$ cat config.mk
export PLATFORM = sky130hd
export DESIGN_NAME = i2c_tx_engine
export DESIGN_NICKNAME = d
export VERILOG_FILES = /design/src/rtl/i2c_pkg.sv /design/src/rtl/i2c_bit_timer.sv /design/src/rtl/i2c_tx_engine.sv
export SDC_FILE = /design/constraint.sdc
export NUM_CORES = 1
export LEC_CHECK = 0
export CAP_MARGIN = 20
export CORE_MARGIN = 1.5
export CORE_UTILIZATION = 50
export DETAILED_ROUTE_END_ITERATION = 10
export PLACE_DENSITY_LB_ADDON = 0.25
export SLEW_MARGIN = 20
export SYNTH_ARGS = -nofsm -noshare
export SYNTH_HDL_FRONTEND = slang
export SYNTH_SLANG_ARGS = --single-unit
$ cat constraint.sdc
create_clock -name clk -period 4.4 [get_ports clk]
set_clock_uncertainty 0.15 [all_clocks]
set_input_delay 0.88 -clock clk [delete_from_list [all_inputs] [get_ports clk]]
set_output_delay 0.88 -clock clk [all_outputs]
set_load 0.01 [all_outputs]
$ cat src/rtl/i2c_pkg.sv
// Shared types and constants for the I2C master write engine.
package i2c_pkg;

    // Transaction sequencer states.
    typedef enum logic [2:0] {
        ST_IDLE,
        ST_START,
        ST_ADDR,
        ST_ADDR_ACK,
        ST_DATA,
        ST_DATA_ACK,
        ST_STOP
    } i2c_state_t;

    // Quarter-period phases of one SCL bit slot.
    typedef enum logic [1:0] {
        Q0 = 2'd0,
        Q1 = 2'd1,
        Q2 = 2'd2,
        Q3 = 2'd3
    } quarter_t;

    // R/W bit appended to the 7-bit address; this engine only writes.
    localparam logic ADDR_WRITE_BIT = 1'b0;

endpackage

$ cat src/rtl/i2c_bit_timer.sv
// Quarter-period timer for the I2C engine: divides clk by CLK_DIV into quarter
// ticks and tracks the current quarter of the bit slot. The counter is held at
// zero while disabled and frozen while hold_i is high (slave clock stretching).
// CLK_DIV must be at least 2.
module i2c_bit_timer
    import i2c_pkg::*;
#(
    parameter int CLK_DIV = 125
) (
    input  logic     clk,
    input  logic     rst_ni,
    input  logic     enable_i,
    input  logic     hold_i,
    output logic     tick_o,
    output quarter_t phase_o
);

    localparam int              CNT_W   = (CLK_DIV > 1) ? $clog2(CLK_DIV) : 1;
    localparam logic [CNT_W-1:0] CNT_MAX = CNT_W'(CLK_DIV - 1);

    logic [CNT_W-1:0] cnt_q, cnt_d;
    quarter_t         phase_q, phase_d;

    assign tick_o  = enable_i && !hold_i && (cnt_q == CNT_MAX);
    assign phase_o = phase_q;

    // Next counter / phase: clear when disabled, wrap on tick, freeze on hold.
    always_comb begin
        cnt_d   = cnt_q;
        phase_d = phase_q;
        if (!enable_i) begin
            cnt_d   = '0;
            phase_d = Q0;
        end else if (tick_o) begin
            cnt_d   = '0;
            phase_d = quarter_t'(phase_q + 2'd1);
        end else if (!hold_i) begin
            cnt_d = cnt_q + CNT_W'(1);
        end
    end

    // Counter and phase registers with synchronous active-low reset.
    // NOTE: state registers use non-blocking (<=) so every flop samples pre-edge values.
    always_ff @(posedge clk) begin
        if (!rst_ni) begin
            cnt_q   <= '0;
            phase_q <= Q0;
        end else begin
            cnt_q   <= cnt_d;
            phase_q <= phase_d;
        end
    end

endmodule

$ cat src/rtl/i2c_tx_engine.sv
// I2C master write engine fed by a TX fifo: START, address+W, byte_count data
// bytes MSB-first with ACK check after each, then STOP. Open-drain line
// enables, busy/done status and sticky nack/underrun errors.
// Build option: define I2C_CLOCK_STRETCH_EN to let a slave holding SCL low
// freeze the quarter timer while the engine has SCL released.
module i2c_tx_engine
    import i2c_pkg::*;
#(
    parameter int CLK_DIV = 125
) (
    input  logic       clk,
    input  logic       reset,
    input  logic       start_request,
    input  logic [6:0] address,
    input  logic [3:0] byte_count,
    input  logic [7:0] fifo_rd_data,
    input  logic       fifo_empty,
    output logic       fifo_rd_request,
    input  logic       scl_in,
    input  logic       sda_in,
    output logic       scl_oe,
    output logic       sda_oe,
    output logic       busy,
    output logic       done,
    output logic       nack_error,
    output logic       underrun_error,
    input  logic       clear_error_request
);

    i2c_state_t state_q, state_d;
    logic [7:0] shift_q, shift_d;
    logic [2:0] bit_cnt_q, bit_cnt_d;
    logic [3:0] bytes_q, bytes_d;
    logic       ack_q, ack_d;          // sda_in sampled in the ACK slot, 1 = NACK
    logic       nack_q, nack_d;
    logic       underrun_q, underrun_d;
    logic       done_q, done_d;

    logic       tick;
    quarter_t   phase;
    logic       q3_end;
    logic       stretch_hold;
    logic       need_byte;
    logic [3:0] remaining;

    i2c_bit_timer #(
        .CLK_DIV (CLK_DIV)
    ) u_timer (
        .clk      (clk),
        .rst_ni   (reset),
        .enable_i (state_q != ST_IDLE),
        .hold_i   (stretch_hold),
        .tick_o   (tick),
        .phase_o  (phase)
    );

    assign q3_end = tick && (phase == Q3);

`ifdef I2C_CLOCK_STRETCH_EN
    assign stretch_hold = (state_q != ST_IDLE) && !scl_oe && !scl_in;
`else
    logic unused_scl_in;
    assign unused_scl_in = scl_in;
    assign stretch_hold  = 1'b0;
`endif

    assign busy           = (state_q != ST_IDLE);
    assign done           = done_q;
    assign nack_error     = nack_q;
    assign underrun_error = underrun_q;

    // Line drive decoded from state and quarter phase.
    always_comb begin
        scl_oe = 1'b0;
        sda_oe = 1'b0;
        case (state_q)
            ST_START: begin
                sda_oe = (phase != Q0);
                scl_oe = (phase == Q3);
            end
            ST_ADDR, ST_DATA: begin
                scl_oe = (phase == Q0) || (phase == Q1);
                sda_oe = !shift_q[7];
            end
            ST_ADDR_ACK, ST_DATA_ACK: begin
                scl_oe = (phase == Q0) || (phase == Q1);
            end
            ST_STOP: begin
                scl_oe = (phase == Q0);
                sda_oe = (phase == Q0) || (phase == Q1);
            end
            default: ;
        endcase
    end

    // Sequencer next state, byte fetch and error flag updates.
    // NOTE: every variable gets a default first so no path leaves it unassigned (no latches).
    always_comb begin
        state_d         = state_q;
        shift_d         = shift_q;
        bit_cnt_d       = bit_cnt_q;
        bytes_d         = bytes_q;
        ack_d           = ack_q;
        nack_d          = nack_q;
        underrun_d      = underrun_q;
        done_d          = 1'b0;
        fifo_rd_request = 1'b0;
        need_byte       = 1'b0;
        remaining       = bytes_q;

        if (clear_error_request) begin
            nack_d     = 1'b0;
            underrun_d = 1'b0;
        end

        case (state_q)
            ST_IDLE: begin
                if (start_request) begin
                    state_d   = ST_START;
                    shift_d   = {address, ADDR_WRITE_BIT};
                    bytes_d   = byte_count;
                    bit_cnt_d = '0;
                end
            end
            ST_START: begin
                if (q3_end) state_d = ST_ADDR;
            end
            ST_ADDR, ST_DATA: begin
                if (q3_end) begin
                    shift_d   = {shift_q[6:0], 1'b0};
                    bit_cnt_d = bit_cnt_q + 3'd1;
                    if (bit_cnt_q == 3'd7)
                        state_d = (state_q == ST_ADDR) ? ST_ADDR_ACK : ST_DATA_ACK;
                end
            end
            ST_ADDR_ACK, ST_DATA_ACK: begin
                if (tick && (phase == Q2)) ack_d = sda_in;
                if (q3_end) begin
                    if (ack_q) begin
                        nack_d  = 1'b1;
                        state_d = ST_STOP;
                    end else begin
                        remaining = (state_q == ST_DATA_ACK) ? bytes_q - 4'd1 : bytes_q;
                        bytes_d   = remaining;
                        if (remaining == 4'd0) state_d = ST_STOP;
                        else                   need_byte = 1'b1;
                    end
                end
            end
            ST_STOP: begin
                if (q3_end) begin
                    state_d = ST_IDLE;
                    done_d  = 1'b1;
                end
            end
            default: state_d = ST_IDLE;
        endcase

        // Fetch the next byte on the same edge that enters DATA; errors set after clear so set wins.
        if (need_byte) begin
            if (fifo_empty) begin
                underrun_d = 1'b1;
                state_d    = ST_STOP;
            end else begin
                shift_d         = fifo_rd_data;
                fifo_rd_request = 1'b1;
                state_d         = ST_DATA;
            end
        end

        if (!reset) fifo_rd_request = 1'b0;
    end

    // Sequencer registers with synchronous active-low reset.
    always_ff @(posedge clk) begin
        if (!reset) begin
            state_q    <= ST_IDLE;
            shift_q    <= '0;
            bit_cnt_q  <= '0;
            bytes_q    <= '0;
            ack_q      <= 1'b0;
            nack_q     <= 1'b0;
            underrun_q <= 1'b0;
            done_q     <= 1'b0;
        end else begin
            state_q    <= state_d;
            shift_q    <= shift_d;
            bit_cnt_q  <= bit_cnt_d;
            bytes_q    <= bytes_d;
            ack_q      <= ack_d;
            nack_q     <= nack_d;
            underrun_q <= underrun_d;
            done_q     <= done_d;
        end
    end

endmodule

==> flow_summary.json <==
{
  "cp-end-kind": "output port",
  "setup_viol": 0,
  "rr_startpoint": "state_q[0]",
  "wl_per_cell_microns": 12.37,
  "power.share.combinational_pct": 13.9,
  "cp_max_fo": 23,
  "criticalPathCategory": "reg2out",
  "antenna_found_initial": 0,
  "cts_resized": 0,
  "grt_max_degree": 24,
  "hold_slack_ns": 0.3253,
  "clockRootBuffer": "clkbuf_4",
  "track_usage_pct": 20.41,
  "grt-ovfl-total": 0,
  "power.internal_w": 0.0003905,
  "hold_end": "shift_q[0]",
  "cts_buffer_depth": 2,
  "layout-drive-gt1-share_pct": 7.510,
  "drt_first_pass_iters": 4,
  "place.detailed.hpwl_microns": 2695,
  "p_per_area_nw_per_um2": 241.7,
  "place_congestion": 0.8019,
  "p_sw_w": 0.0001381,
  "core_area_sq_um": 3416,
  "syn_area_sq_um": 1820,
  "cts_sinks": 31,
  "clk_pin_slew_ns": 0.10,
  "slew_headroom_pct": 39.18,
  "port_buffers": 31,
  "reg2reg_depth": 5,
  "r2r-end": "state_q[1]",
  "final_area_sq_um": 2187,
  "syn_avg_cell_area_sq_um": 8.127,
  "ys.flop_type": "dfxtp_1",
  "dieArea_sq_um": 4012,
  "path_cells": "nand3b_1 > nor4b_4 > o311ai_4 > nor2_1 > clkdlybuf4s50_1",
  "totalWireLength_microns": 3698,
  "viasPerCell": 5.485,
  "p_leak_nw": 0.7962,
  "clkPwrFrac_pct": 29.6,
  "hold_path.class": "reg2reg",
  "placed_area_sq_um": 2137,
  "design_power_total_w": 0.0005286,
  "fmax_ghz": 0.2608,
  "placementRows": 21,
  "yosysUniqueCellTypes": 47,
  "fin_crit_sh_pct": 87.14,
  "die_h_microns": 63.34,
  "p_sw_share_pct": 26.13,
  "cts_tree": "built",
  "cts_buffers": 5,
  "htree_levels": 2,
  "rsz0062_at_grt": "no",
  "n_antenna_cell": 0,
  "slowest_stage": "dfxtp_1",
  "worstSkewPairLatency_ns": 0.33,
  "yosysWarnings": 0,
  "num_io_pins": 33,
  "synthToLayoutAreaGrowth_pct": 20.14,
  "place_inst": 291,
  "cts_setup_buffers": 0,
  "worst_pin_slew_ns": 0.9105,
  "finalNetCount": 287,
  "slowest_delay_ns": 0.77,
  "setup_tns_ns": 0,
  "synthArstFlopShare_pct": 0,
  "synth-edff-count": 0,
  "num_vias": 1640,
  "whs_path_depth": 2,
  "drtAntennaViolNets": 0,
  "slew_violations": 0,
  "required_ns": 3.37,
  "vdd_ir_drop_max_mv": 0.1248,
  "drv_cap": 0,
  "syn_nets": 259,
  "synthCells": 224,
  "outcome": "completed",
  "synth_seq_area_share_pct": 34.09,
  "fin_crit_ns": 3.834,
  "dieWidth_microns": 63.34,
  "critPathArrivalTime_ns": 2.80,
  "cts-hold-fix-buffers": 0,
  "grt_pass1_vias": 1489,
  "hold_viol_final": 0,
  "drc_errors": 0,
  "hp-start": "shift_q[0]",
  "start_util_pct": 53.30,
  "ys_ff_latch": 31,
  "drt-initial-drc-count": 92,
  "grt_pass1_wl_microns": 6430,
  "seqPwrFrac_pct": 56.5,
  "instances_no_fill": 299,
  "cp-start-kind": "flip-flop",
  "r2r_slack_ns": 1.96,
  "fillCellCount": 304
}
[placed cells by master (no fill, tap or decap), types with 3 or more instances in the layout]
master / instances
xor2_1: 3
nand4_1: 3
xnor2_1: 5
buf_4: 3
a22oi_1: 8
clkdlybuf4s50_1: 31
nand2b_1: 5
inv_1: 12
a31oi_1: 7
dfxtp_1: 31
clkbuf_4: 5
ha_1: 9
nand2_1: 22
a21oi_1: 12
or3_1: 3
nand3_1: 11
o21ai_0: 18
and2_1: 3
nor2_1: 25
[registers in the layout (all words and copies together) (netlist names)]
register	count
underrun_error	1
bytes_q	4
ack_q	1
done	1
bit_cnt_q	3
nack_error	1
state_q	3
u_timer.cnt_q	7
u_timer.phase_o	2
shift_q	8
[stage by stage]
stage,util [%],worst slack [ns]
5_1_grt,64.03,0.3283
2_1_floorplan,-,1.721
3_5_place_dp,62.56,0.9268
4_1_cts,64.03,0.5446
6_report,64.03,0.5658
3_3_place_gp,62.56,0.9181
[cells in the mapped netlist (2+ instances only)]
library cell  instances  area share (%)
clkbuf_1              6             1.2
or2_2                 2            0.69
nand2_1              22             4.5
o221a_2               2             1.2
o22ai_1               2            0.69
o21ai_0              18             4.9
buf_4                 2            0.82
a31oi_1               7             2.4
nand3_1              11             3.0
a22oi_1               8             3.3
and2_1                3             1.0
nand2b_1              5             1.7
inv_1                12             2.5
nor2_2                2            0.69
xor2_1                3             1.4
dfxtp_1              31              34
buf_2                 2            0.55
xnor2_1               5             2.4
nand4_1               3             1.0
or3_1                 3             1.0
mux2i_1               2             1.1
a21oi_1              12             3.3
nand3b_1              2            0.82
nor2_1               25             5.2
a211oi_1              2            0.82
ha_1                  9             6.2
buf_6                 2             1.2
nor3_1                2            0.55
[area by class of cell]
cell class | count | area (sq um) | share of cell area [%]
Tap cell | 46 | 57.56 | 2.632
Clock buffer | 7 | 45.04 | 2.059
Sequential cell | 31 | 620.6 | 28.38
Inverter | 12 | 45.04 | 2.059
Multi-Input combinational cell | 168 | 1081 | 49.43
Clock inverter | 1 | 5.005 | 0.2288
Timing Repair Buffer | 34 | 332.8 | 15.22
[worst max-delay path: cells and delay by family, from the launching register on]
kind	cells	cell delay [ns]
flip-flops	1	0.77
AO/OA/AOI/OAI	1	0.31
AND/OR/NAND/NOR	3	0.85
buffers and inverters	1	0.54
[per-layer routing]
metal | GRT usage, % | part of all wire, % | vias to the layer above
met5 | 0 | 0 | -
met4 | 9.783 | 2.1 | 0
met3 | 5.893 | 4.4 | 6
met2 | 33.16 | 46 | 37
met1 | 24.64 | 47 | 746
li1 | - | - | 851
[cell families (layout without fill, tap and decap cells)]
| kind of cell | Yosys count | in the layout | share of synthesized area, % |
|---|---|---|---|
| flip-flops | 31 | 31 | 34.09 |
| XOR/XNOR | 9 | 9 | 4.743 |
| AND/OR/NAND/NOR | 85 | 85 | 24.05 |
| buffers and inverters | 25 | 54 | 6.528 |
| AO/OA/AOI/OAI | 62 | 62 | 22.75 |
| adder cells (fa/ha/maj) | 10 | 10 | 6.736 |
| multiplexers | 2 | 2 | 1.100 |
[power groups by stage]
stage | Clock, W | Combinational [W] | Sequential, W
finish | 0.000156 | 0.0000735 | 0.000299
global route | 0.000176 | 0.0000814 | 0.000301
detailed placement | 0 | 0.0000734 | 0.000305
floorplan | 0 | 0.0000458 | 0.000300
CTS | 0.000164 | 0.0000739 | 0.000299
global placement | 0 | 0.0000725 | 0.000305
[how the worst max path moves through the flow]
stage	from	end	slack [ns]
floorplan	u_timer.cnt_q[0]	fifo_rd_request	1.72
global placement	state_q[0]	fifo_rd_request	0.92
CTS	state_q[0]	fifo_rd_request	0.54
detailed placement	state_q[0]	fifo_rd_request	0.93
finish	state_q[0]	fifo_rd_request	0.57
global route	state_q[0]	fifo_rd_request	0.33
Note: power is estimated with default switching activity, not from simulation.
